--- src/rtl/sync_fifo_param_if.sv ---
// Handshake/data bundle for sync_fifo_param.
//   master : producer/consumer side (drives push, din, pop, clear_err)
//   slave  : FIFO side (drives dout, dout_valid, status flags, count, error flags)
// WIDTH and DEPTH must match the values given to the attached FIFO.
interface sync_fifo_param_if #(
  parameter int WIDTH = 16,
  parameter int DEPTH = 16
);
  localparam int CW = $clog2(DEPTH + 1);

  logic             push;
  logic [WIDTH-1:0] din;
  logic             pop;
  logic [WIDTH-1:0] dout;
  logic             dout_valid;
  logic             full;
  logic             empty;
  logic             almost_full;
  logic             almost_empty;
  logic [CW-1:0]    count;
  logic             clear_err;
  logic             overflow;
  logic             underflow;

  modport master (
    output push, din, pop, clear_err,
    input  dout, dout_valid, full, empty, almost_full, almost_empty,
           count, overflow, underflow
  );

  modport slave (
    input  push, din, pop, clear_err,
    output dout, dout_valid, full, empty, almost_full, almost_empty,
           count, overflow, underflow
  );
endinterface

--- src/rtl/sync_fifo_param.sv ---
// Parametrised single-clock FIFO with exact occupancy count, programmable
// almost-full / almost-empty thresholds, a registered read port with a
// one-cycle dout_valid strobe, and sticky overflow/underflow error flags.
// Ports:
//   clk    : clock, rising edge
//   reset  : synchronous, active-high; clears pointers, count, flags, dout
//   bus    : sync_fifo_param_if.slave (push/din/pop/clear_err in;
//            dout/dout_valid/full/empty/almost_full/almost_empty/count/
//            overflow/underflow out)
module sync_fifo_param #(
  parameter int WIDTH      = 16,
  parameter int DEPTH      = 16,
  parameter int AFULL_LVL  = 12,
  parameter int AEMPTY_LVL = 4
) (
  input  logic               clk,
  input  logic               reset,
  sync_fifo_param_if.slave   bus
);
  localparam int AW = $clog2(DEPTH);
  localparam int CW = $clog2(DEPTH + 1);

  logic [WIDTH-1:0] mem [DEPTH];
  logic [AW-1:0]    wptr;
  logic [AW-1:0]    rptr;
  logic [CW-1:0]    count_r;
  logic [CW-1:0]    count_next;
  logic [WIDTH-1:0] dout_r;
  logic             dout_valid_r;
  logic             full_r;
  logic             empty_r;
  logic             afull_r;
  logic             aempty_r;
  logic             overflow_r;
  logic             underflow_r;
  logic             push_ok;
  logic             pop_ok;

  // A push into a full FIFO is still accepted when a pop frees a slot on
  // the same edge; a pop from an empty FIFO is never satisfied by a
  // same-edge push (no bypass path).
  always_comb begin
    pop_ok     = bus.pop & ~empty_r;
    push_ok    = bus.push & (~full_r | pop_ok);
    count_next = count_r;
    if (push_ok && !pop_ok) begin
      count_next = count_r + CW'(1);
    end else if (pop_ok && !push_ok) begin
      count_next = count_r - CW'(1);
    end
  end

  // Storage is not reset; writes are suppressed while reset is asserted.
  always_ff @(posedge clk) begin
    if (push_ok && !reset) begin
      mem[wptr] <= bus.din;
    end
  end

  always_ff @(posedge clk) begin
    if (reset) begin
      wptr         <= '0;
      rptr         <= '0;
      count_r      <= '0;
      dout_r       <= '0;
      dout_valid_r <= 1'b0;
      full_r       <= 1'b0;
      empty_r      <= 1'b1;
      afull_r      <= 1'b0;
      aempty_r     <= 1'b1;
      overflow_r   <= 1'b0;
      underflow_r  <= 1'b0;
    end else begin
      if (push_ok) begin
        wptr <= wptr + AW'(1);
      end
      if (pop_ok) begin
        rptr   <= rptr + AW'(1);
        dout_r <= mem[rptr];
      end
      dout_valid_r <= pop_ok;
      count_r      <= count_next;
      // Flags derive from the next count so they never lag the counter.
      full_r       <= (count_next == CW'(DEPTH));
      empty_r      <= (count_next == '0);
      afull_r      <= (count_next >= CW'(AFULL_LVL));
      aempty_r     <= (count_next <= CW'(AEMPTY_LVL));
      // A new error in the same cycle as clear_err keeps the flag set.
      if (bus.push && !push_ok) begin
        overflow_r <= 1'b1;
      end else if (bus.clear_err) begin
        overflow_r <= 1'b0;
      end
      if (bus.pop && !pop_ok) begin
        underflow_r <= 1'b1;
      end else if (bus.clear_err) begin
        underflow_r <= 1'b0;
      end
    end
  end

  assign bus.dout         = dout_r;
  assign bus.dout_valid   = dout_valid_r;
  assign bus.full         = full_r;
  assign bus.empty        = empty_r;
  assign bus.almost_full  = afull_r;
  assign bus.almost_empty = aempty_r;
  assign bus.count        = count_r;
  assign bus.overflow     = overflow_r;
  assign bus.underflow    = underflow_r;
endmodule

--- src/flat_wrapper.sv ---
// flat-port wrapper written by rule: the top's interface ports become plain ports
module sync_fifo_param_flat 
#(
  parameter int WIDTH      = 16,
  parameter int DEPTH      = 16,
  parameter int AFULL_LVL  = 12,
  parameter int AEMPTY_LVL = 4
)
  (clk, reset, bus_push, bus_din, bus_pop, bus_clear_err, bus_dout, bus_dout_valid, bus_full, bus_empty, bus_almost_full, bus_almost_empty, bus_count, bus_overflow, bus_underflow);
  sync_fifo_param_if #(.WIDTH(WIDTH), .DEPTH(DEPTH)) bus_i ();
  input  logic clk;
  input  logic reset;
  input wire logic [$bits(bus_i.push)-1:0] bus_push;
  input wire logic [$bits(bus_i.din)-1:0] bus_din;
  input wire logic [$bits(bus_i.pop)-1:0] bus_pop;
  input wire logic [$bits(bus_i.clear_err)-1:0] bus_clear_err;
  output wire logic [$bits(bus_i.dout)-1:0] bus_dout;
  output wire logic [$bits(bus_i.dout_valid)-1:0] bus_dout_valid;
  output wire logic [$bits(bus_i.full)-1:0] bus_full;
  output wire logic [$bits(bus_i.empty)-1:0] bus_empty;
  output wire logic [$bits(bus_i.almost_full)-1:0] bus_almost_full;
  output wire logic [$bits(bus_i.almost_empty)-1:0] bus_almost_empty;
  output wire logic [$bits(bus_i.count)-1:0] bus_count;
  output wire logic [$bits(bus_i.overflow)-1:0] bus_overflow;
  output wire logic [$bits(bus_i.underflow)-1:0] bus_underflow;
  assign bus_i.push = bus_push;
  assign bus_i.din = bus_din;
  assign bus_i.pop = bus_pop;
  assign bus_i.clear_err = bus_clear_err;
  assign bus_dout = bus_i.dout;
  assign bus_dout_valid = bus_i.dout_valid;
  assign bus_full = bus_i.full;
  assign bus_empty = bus_i.empty;
  assign bus_almost_full = bus_i.almost_full;
  assign bus_almost_empty = bus_i.almost_empty;
  assign bus_count = bus_i.count;
  assign bus_overflow = bus_i.overflow;
  assign bus_underflow = bus_i.underflow;
  sync_fifo_param #(.WIDTH(WIDTH), .DEPTH(DEPTH), .AFULL_LVL(AFULL_LVL), .AEMPTY_LVL(AEMPTY_LVL)) u_core (.clk(clk), .reset(reset), .bus(bus_i));
endmodule
--- config.mk ---
export PLATFORM = sky130hd
export DESIGN_NAME = sync_fifo_param_flat
export DESIGN_NICKNAME = d
export VERILOG_FILES = /design/src/rtl/sync_fifo_param_if.sv /design/src/rtl/sync_fifo_param.sv /design/src/flat_wrapper.sv
export SDC_FILE = /design/constraint.sdc
export NUM_CORES = 1
export LEC_CHECK = 0
export ABC_AREA = 1
export CORE_AREA = 3 3 167 169
export DETAILED_ROUTE_END_ITERATION = 7
export DIE_AREA = 0 0 170 172
export GPL_TIMING_DRIVEN = 0
export SKIP_CTS_REPAIR_TIMING = 1
export SLEW_MARGIN = 30
export SYNTH_ARGS = -nofsm -noshare
export SYNTH_HDL_FRONTEND = slang
export SYNTH_SLANG_ARGS = --single-unit
--- constraint.sdc ---
create_clock -name clk -period 5.65 [get_ports clk]
set_input_delay 0.565 -clock clk [delete_from_list [all_inputs] [get_ports clk]]
set_output_delay 0.565 -clock clk [all_outputs]
set_load 0.03 [all_outputs]
* Word level (Yosys, flattened, before mapping)
Memories as Yosys holds them, arrays and structs flattened. A register that Yosys moved wholly into a read port is not among the register bits. Index checks and enable logic that the tools add are counted. Widths: inputs -> output; s select.
Storage, ports and cells: memories 1, output and inout bits 28, logic and storage cells 41, input bits 21, register bits after elaboration 20, memory bits (writable) 256
Memory list:
- u_core.mem | depth 16, bits a word 16, read ports 1, clocked after Yosys merged registers in 1, write ports 1, line sync_fifo_param.sv:23 | logic [WIDTH-1:0] mem [DEPTH];
Cells by class: reductions and logical operators 11, magnitude comparators 2, bitwise gates (word level) 5, equality and inequality tests 1, mux-type cells 7, add/sub/neg operators 4
Operators with widths (number):
- $mux 5 | 2
- $add 4x1->4 const B | 2
- $add 5x1->5 const B | 1
- $eq 5x5->1 const B | 1
- $ge 5x4->1 const B | 1
- $le 5x3->1 const B | 1
- $logic_and 1x1->1 | 5
- $logic_not 5->1 | 1
- $mux 1 | 5
- $sub 5x1->5 const B | 1
- $reduce_bool 2->1 | 2
- $logic_not 1->1 | 3
- $and 1x1->1 | 2
- $not 1->1 | 2
- $or 1x1->1 | 1

* Logic depth before layout (Yosys ltp)
Gate-level depths: netlist of run 1.
depth in word-level cells 9, mapped depth 11, depth with buffers taken out 11

* Least setup slack after synthesis of run 1
OpenSTA, ideal clock, no wires.
path kind input -> register, from in reset, to mem u_core.mem[15][0] (enable), setup time 0.388 ns, slack 3.274 ns, required time 5.262 ns, arrival time 1.988 ns, cell stages on the path 5, path buffers 2, cells stage by stage clkbuf_1 > inv_1 > clkbuf_1 > nand3_1 > nor2_1
On the way: cells in the longest elaborated chain, start to end 4
RTL lines:
- start, declared | line flat_wrapper.sv:12 | input logic reset;
- $logic_not 1->1 | line sync_fifo_param.sv:55 | if (push_ok && !reset) begin
- $logic_and 1x1->1 | line sync_fifo_param.sv:55
- $mux 1 | line sync_fifo_param.sv:55
- $mux 1 (implied by the code) | line sync_fifo_param.sv:56 | mem[wptr] <= bus.din;
- end, declared | line sync_fifo_param.sv:23
No other way between the ends.

* Worst setup path in the final report of run 1
from in bus_pop, to mem u_core.mem[14][13] (enable)
On the way: cells in the longest elaborated chain, start to end 6
RTL lines:
- start, declared | line flat_wrapper.sv:15 | input wire logic [$bits(bus_i.pop)-1:0] bus_pop;
- $and 1x1->1 | line sync_fifo_param.sv:43 | pop_ok = bus.pop & ~empty_r;
- $or 1x1->1 | line sync_fifo_param.sv:44 | push_ok = bus.push & (~full_r | pop_ok);
- $and 1x1->1 | line sync_fifo_param.sv:44
- $logic_and 1x1->1 | line sync_fifo_param.sv:55
- $mux 1 | line sync_fifo_param.sv:55
- $mux 1 (implied by the code) | line sync_fifo_param.sv:56
No other way between the ends.

==> results.toml, run 1 <==
[cts]
clk_pin_slew_worst_paths_ns = 0.06
root_buffer = "clkbuf_16"
clk_latency_ns = 0.55
cts_buffers = 30
cts_tree = "yes"
clock-sinks = 292
cts.path.max_buffers = 3
ctsHtreeMaxLevel = 1

[route]
drtAntennaViolNets = 0
post_drt_via_cell_ratio = 5.26
wl_um = 30700
drtIter0Drc = 811
vias = 8108
drc_errors = 0
wl_per_cell_um = 19.9
dr.pass1.iters = 5

[timing]
drv_slew = 0
max_freq_ghz = 0.412
setup-violations-final = 0
rsz0062_at_grt = "false"
fin_skew_ns = 0.0142
layout_min_cycle_time_ns = 2.43
relSlewSlack = 0.391
finalHoldViolations = 0
fin_crit_sh = 0.430
worst_pin_slew_ns = 0.912
hold_ws_ns = 0.446
fin_setup_tns_ns = 0

[status]
status = "finished clean"

[pwr]
power_uw = 4930
p_leak_uw = 0.00524
ir_worst_vdd_mv = 0.311
p_per_area_nw_per_um2 = 354

[yosys]
ys_seq_elements = 292
avgSynthCellArea_um2 = 10.9
netlist_area_um2 = 11900
syn_inst = 1085
synth.largest_area_cell = "edfxtp_1"
yosysTopAreaCellShare = 0.647
yosysWarnings = 0
syn-num-nets = 1113
ys_top_cells_by_area = "edfxtp_1, nand2_1, nand3_1, dfxtp_1, nor2_1"
yosysUniqueCellTypes = 24
ys_seq_area_frac = 0.708

[global_route]
grt_first_pass_wirelength_um = 45800
gr-usage-all-layers = 0.209
globalRouteOverflowTotal = 0
grt_max_degree = 17
grt_pass1_vias = 7856
antenna_found_initial = 0

[placed_design]
dpl.hpwl_um = 21000
io_buffers = 47
place_area_um2 = 13000
gp_congestion = 0.854

[flow_run]
maxCapViolations = 0

[floorplanning]
die_h_um = 172
initial_core_util = 0.444
die_x_um = 170
die-area_um2 = 29200
num_io_pins = 49
rows = 60
coreArea_um2 = 26700

[layout]
final_nets = 1205
syn2layout_area_growth_pct = 17.4
diodes = 0
final_area_um2 = 13900
drive_gt1_frac = 0.0966

[critical_path]
crit_fanout = 16
worstPathArrival_ns = 2.60
critPathKind = "input pin to flop"
worstPathRequired_ns = 5.82
crit_path_end_kind = "flop"
start_kind = "input pin"

[min_path]
holdCritPathClass = "input pin to flop"
## metal layers
layer | GRT usage | up-vias | routed length [µm]
met4 | 0.0663 | 0 | 919
met2 | 0.349 | 267 | 14500
li1 | - | 3908 | -
met5 | 0 | - | 0
met1 | 0.285 | 3881 | 13300
met3 | 0.0334 | 52 | 1940
## placed cells by master (no fill, tap or decap), types with 9 or more instances in the layout
cell type | synthesis | layout
nand2_1 | 351 | 351
edfxtp_1 | 256 | 256
nand3_1 | 209 | 209
nor2_1 | 68 | 52
clkdlybuf4s50_1 | 0 | 47
inv_1 | 38 | 38
buf_2 | 38 | 38
dfxtp_1 | 36 | 36
clkbuf_16 | 0 | 31
a21oi_1 | 24 | 24
clkbuf_1 | 12 | 21
o21ai_1 | 17 | 17
nor2_2 | 0 | 16
buf_6 | 0 | 10
buf_1 | 9 | 9
## cells in the mapped netlist
master and number:
xor2_1 2, dfxtp_1 36, nand3_4 1, clkinv_1 1
ha_1 7, nor2_1 68, inv_1 38, a21oi_1 24
o21ai_1 17, nand3_1 209, nor4_1 1, a21oi_4 1
nand2_4 1, nor3_1 1, nand4_1 3, inv_2 4
nor2_4 1, nand2_1 351, a21oi_2 1, o21ai_0 3
buf_1 9, buf_2 38, clkbuf_1 12, edfxtp_1 256
## critical path, cell delays in order
cell             delay [ns]
clkdlybuf4s50_1        0.59
nand2_4                0.16
a21oi_4                0.23
nand2_1                0.28
nor2_2                 0.78
## per-stage QoR
stage	utilization	instances	setup slack, ns
global placement	0.478	1473	2.19
finish	0.522	1542	3.22
global route	0.522	1542	3.13
detailed placement	0.485	1486	2.68
floorplan	-	1085	3.27
CTS	0.522	1542	3.27
## logic make-up (layout without fill, tap and decap cells)
group	Yosys count	after routing	share of synthesized area
xor gates and xnor gates	2	2	0.00148
adders and majority gates	7	7	0.00737
AOI/OAI and AO/OA	46	46	0.0206
DFF	292	292	0.708
and+or+nand+nor	636	636	0.226
buffers and inverters	102	218	0.0362
## layout make-up
cell class | count | area (µm²)
well taps | 341 | 427
clock inverters | 11 | 96.3
plain buffers | 59 | 269
repair buffers | 60 | 628
inverters | 43 | 161
fillers | 2331 | 12800
multi-input cells | 691 | 3080
clock buffers | 45 | 878
flip-flops and latches | 292 | 8410
## report_power, final
group | leakage (µW) | total (µW) | switching (µW) | internal [µW]
clock network | 0.000476 | 1940 | 786 | 1150
logic | 0.00216 | 583 | 406 | 177
registers | 0.00260 | 2410 | 24.5 | 2390
## flip-flops by register name, summed over array words and instances (netlist names)
register	cells
u_core.bus.dout_valid	1
u_core.wptr	4
u_core.bus.empty	1
u_core.bus.almost_full	1
u_core.bus.full	1
u_core.bus.overflow	1
u_core.bus.almost_empty	1
u_core.bus.dout	16
u_core.bus.underflow	1
u_core.rptr	4
u_core.mem	256
u_core.bus.count	5
## path summary, 6_finish.rpt
| check | slack [ns] | endpoint | start | cells past startpoint |
|---|---|---|---|---|
| max reg2reg | 3.42 | u_core.mem[14][13] | u_core.bus.empty | 5 |
| min reg2reg | 0.46 | u_core.bus.underflow | u_core.bus.underflow | 2 |
| min | 0.45 | u_core.bus.count[2] | reset | 2 |
| max | 3.22 | u_core.mem[14][13] | bus_pop | 5 |
(Power assumes the default switching activity.)
==> run 2: changes to the inputs <==
==> constraint.sdc (replaced) <==
create_clock -name clk -period 2.4 [get_ports clk]
set_input_delay 0.24 -clock clk [delete_from_list [all_inputs] [get_ports clk]]
set_output_delay 0.24 -clock clk [all_outputs]
set_load 0.03 [all_outputs]
==> results of run 2 <==
Same layout as run 1 (identical final DEF). Status: finished clean.
Among the figures that moved: setup slack after placement 2.68 ns -> -0.244 ns; setup slack after layout 3.22 ns -> 0.173 ns; hold slack 0.446 ns -> 0.121 ns; start point of the critical path bus_pop -> u_core.bus.empty; register-to-register setup slack 3.42 ns -> 0.17 ns; total power 4930 µW -> 11600 µW; worst IR drop on VDD 0.311 mV -> 0.732 mV
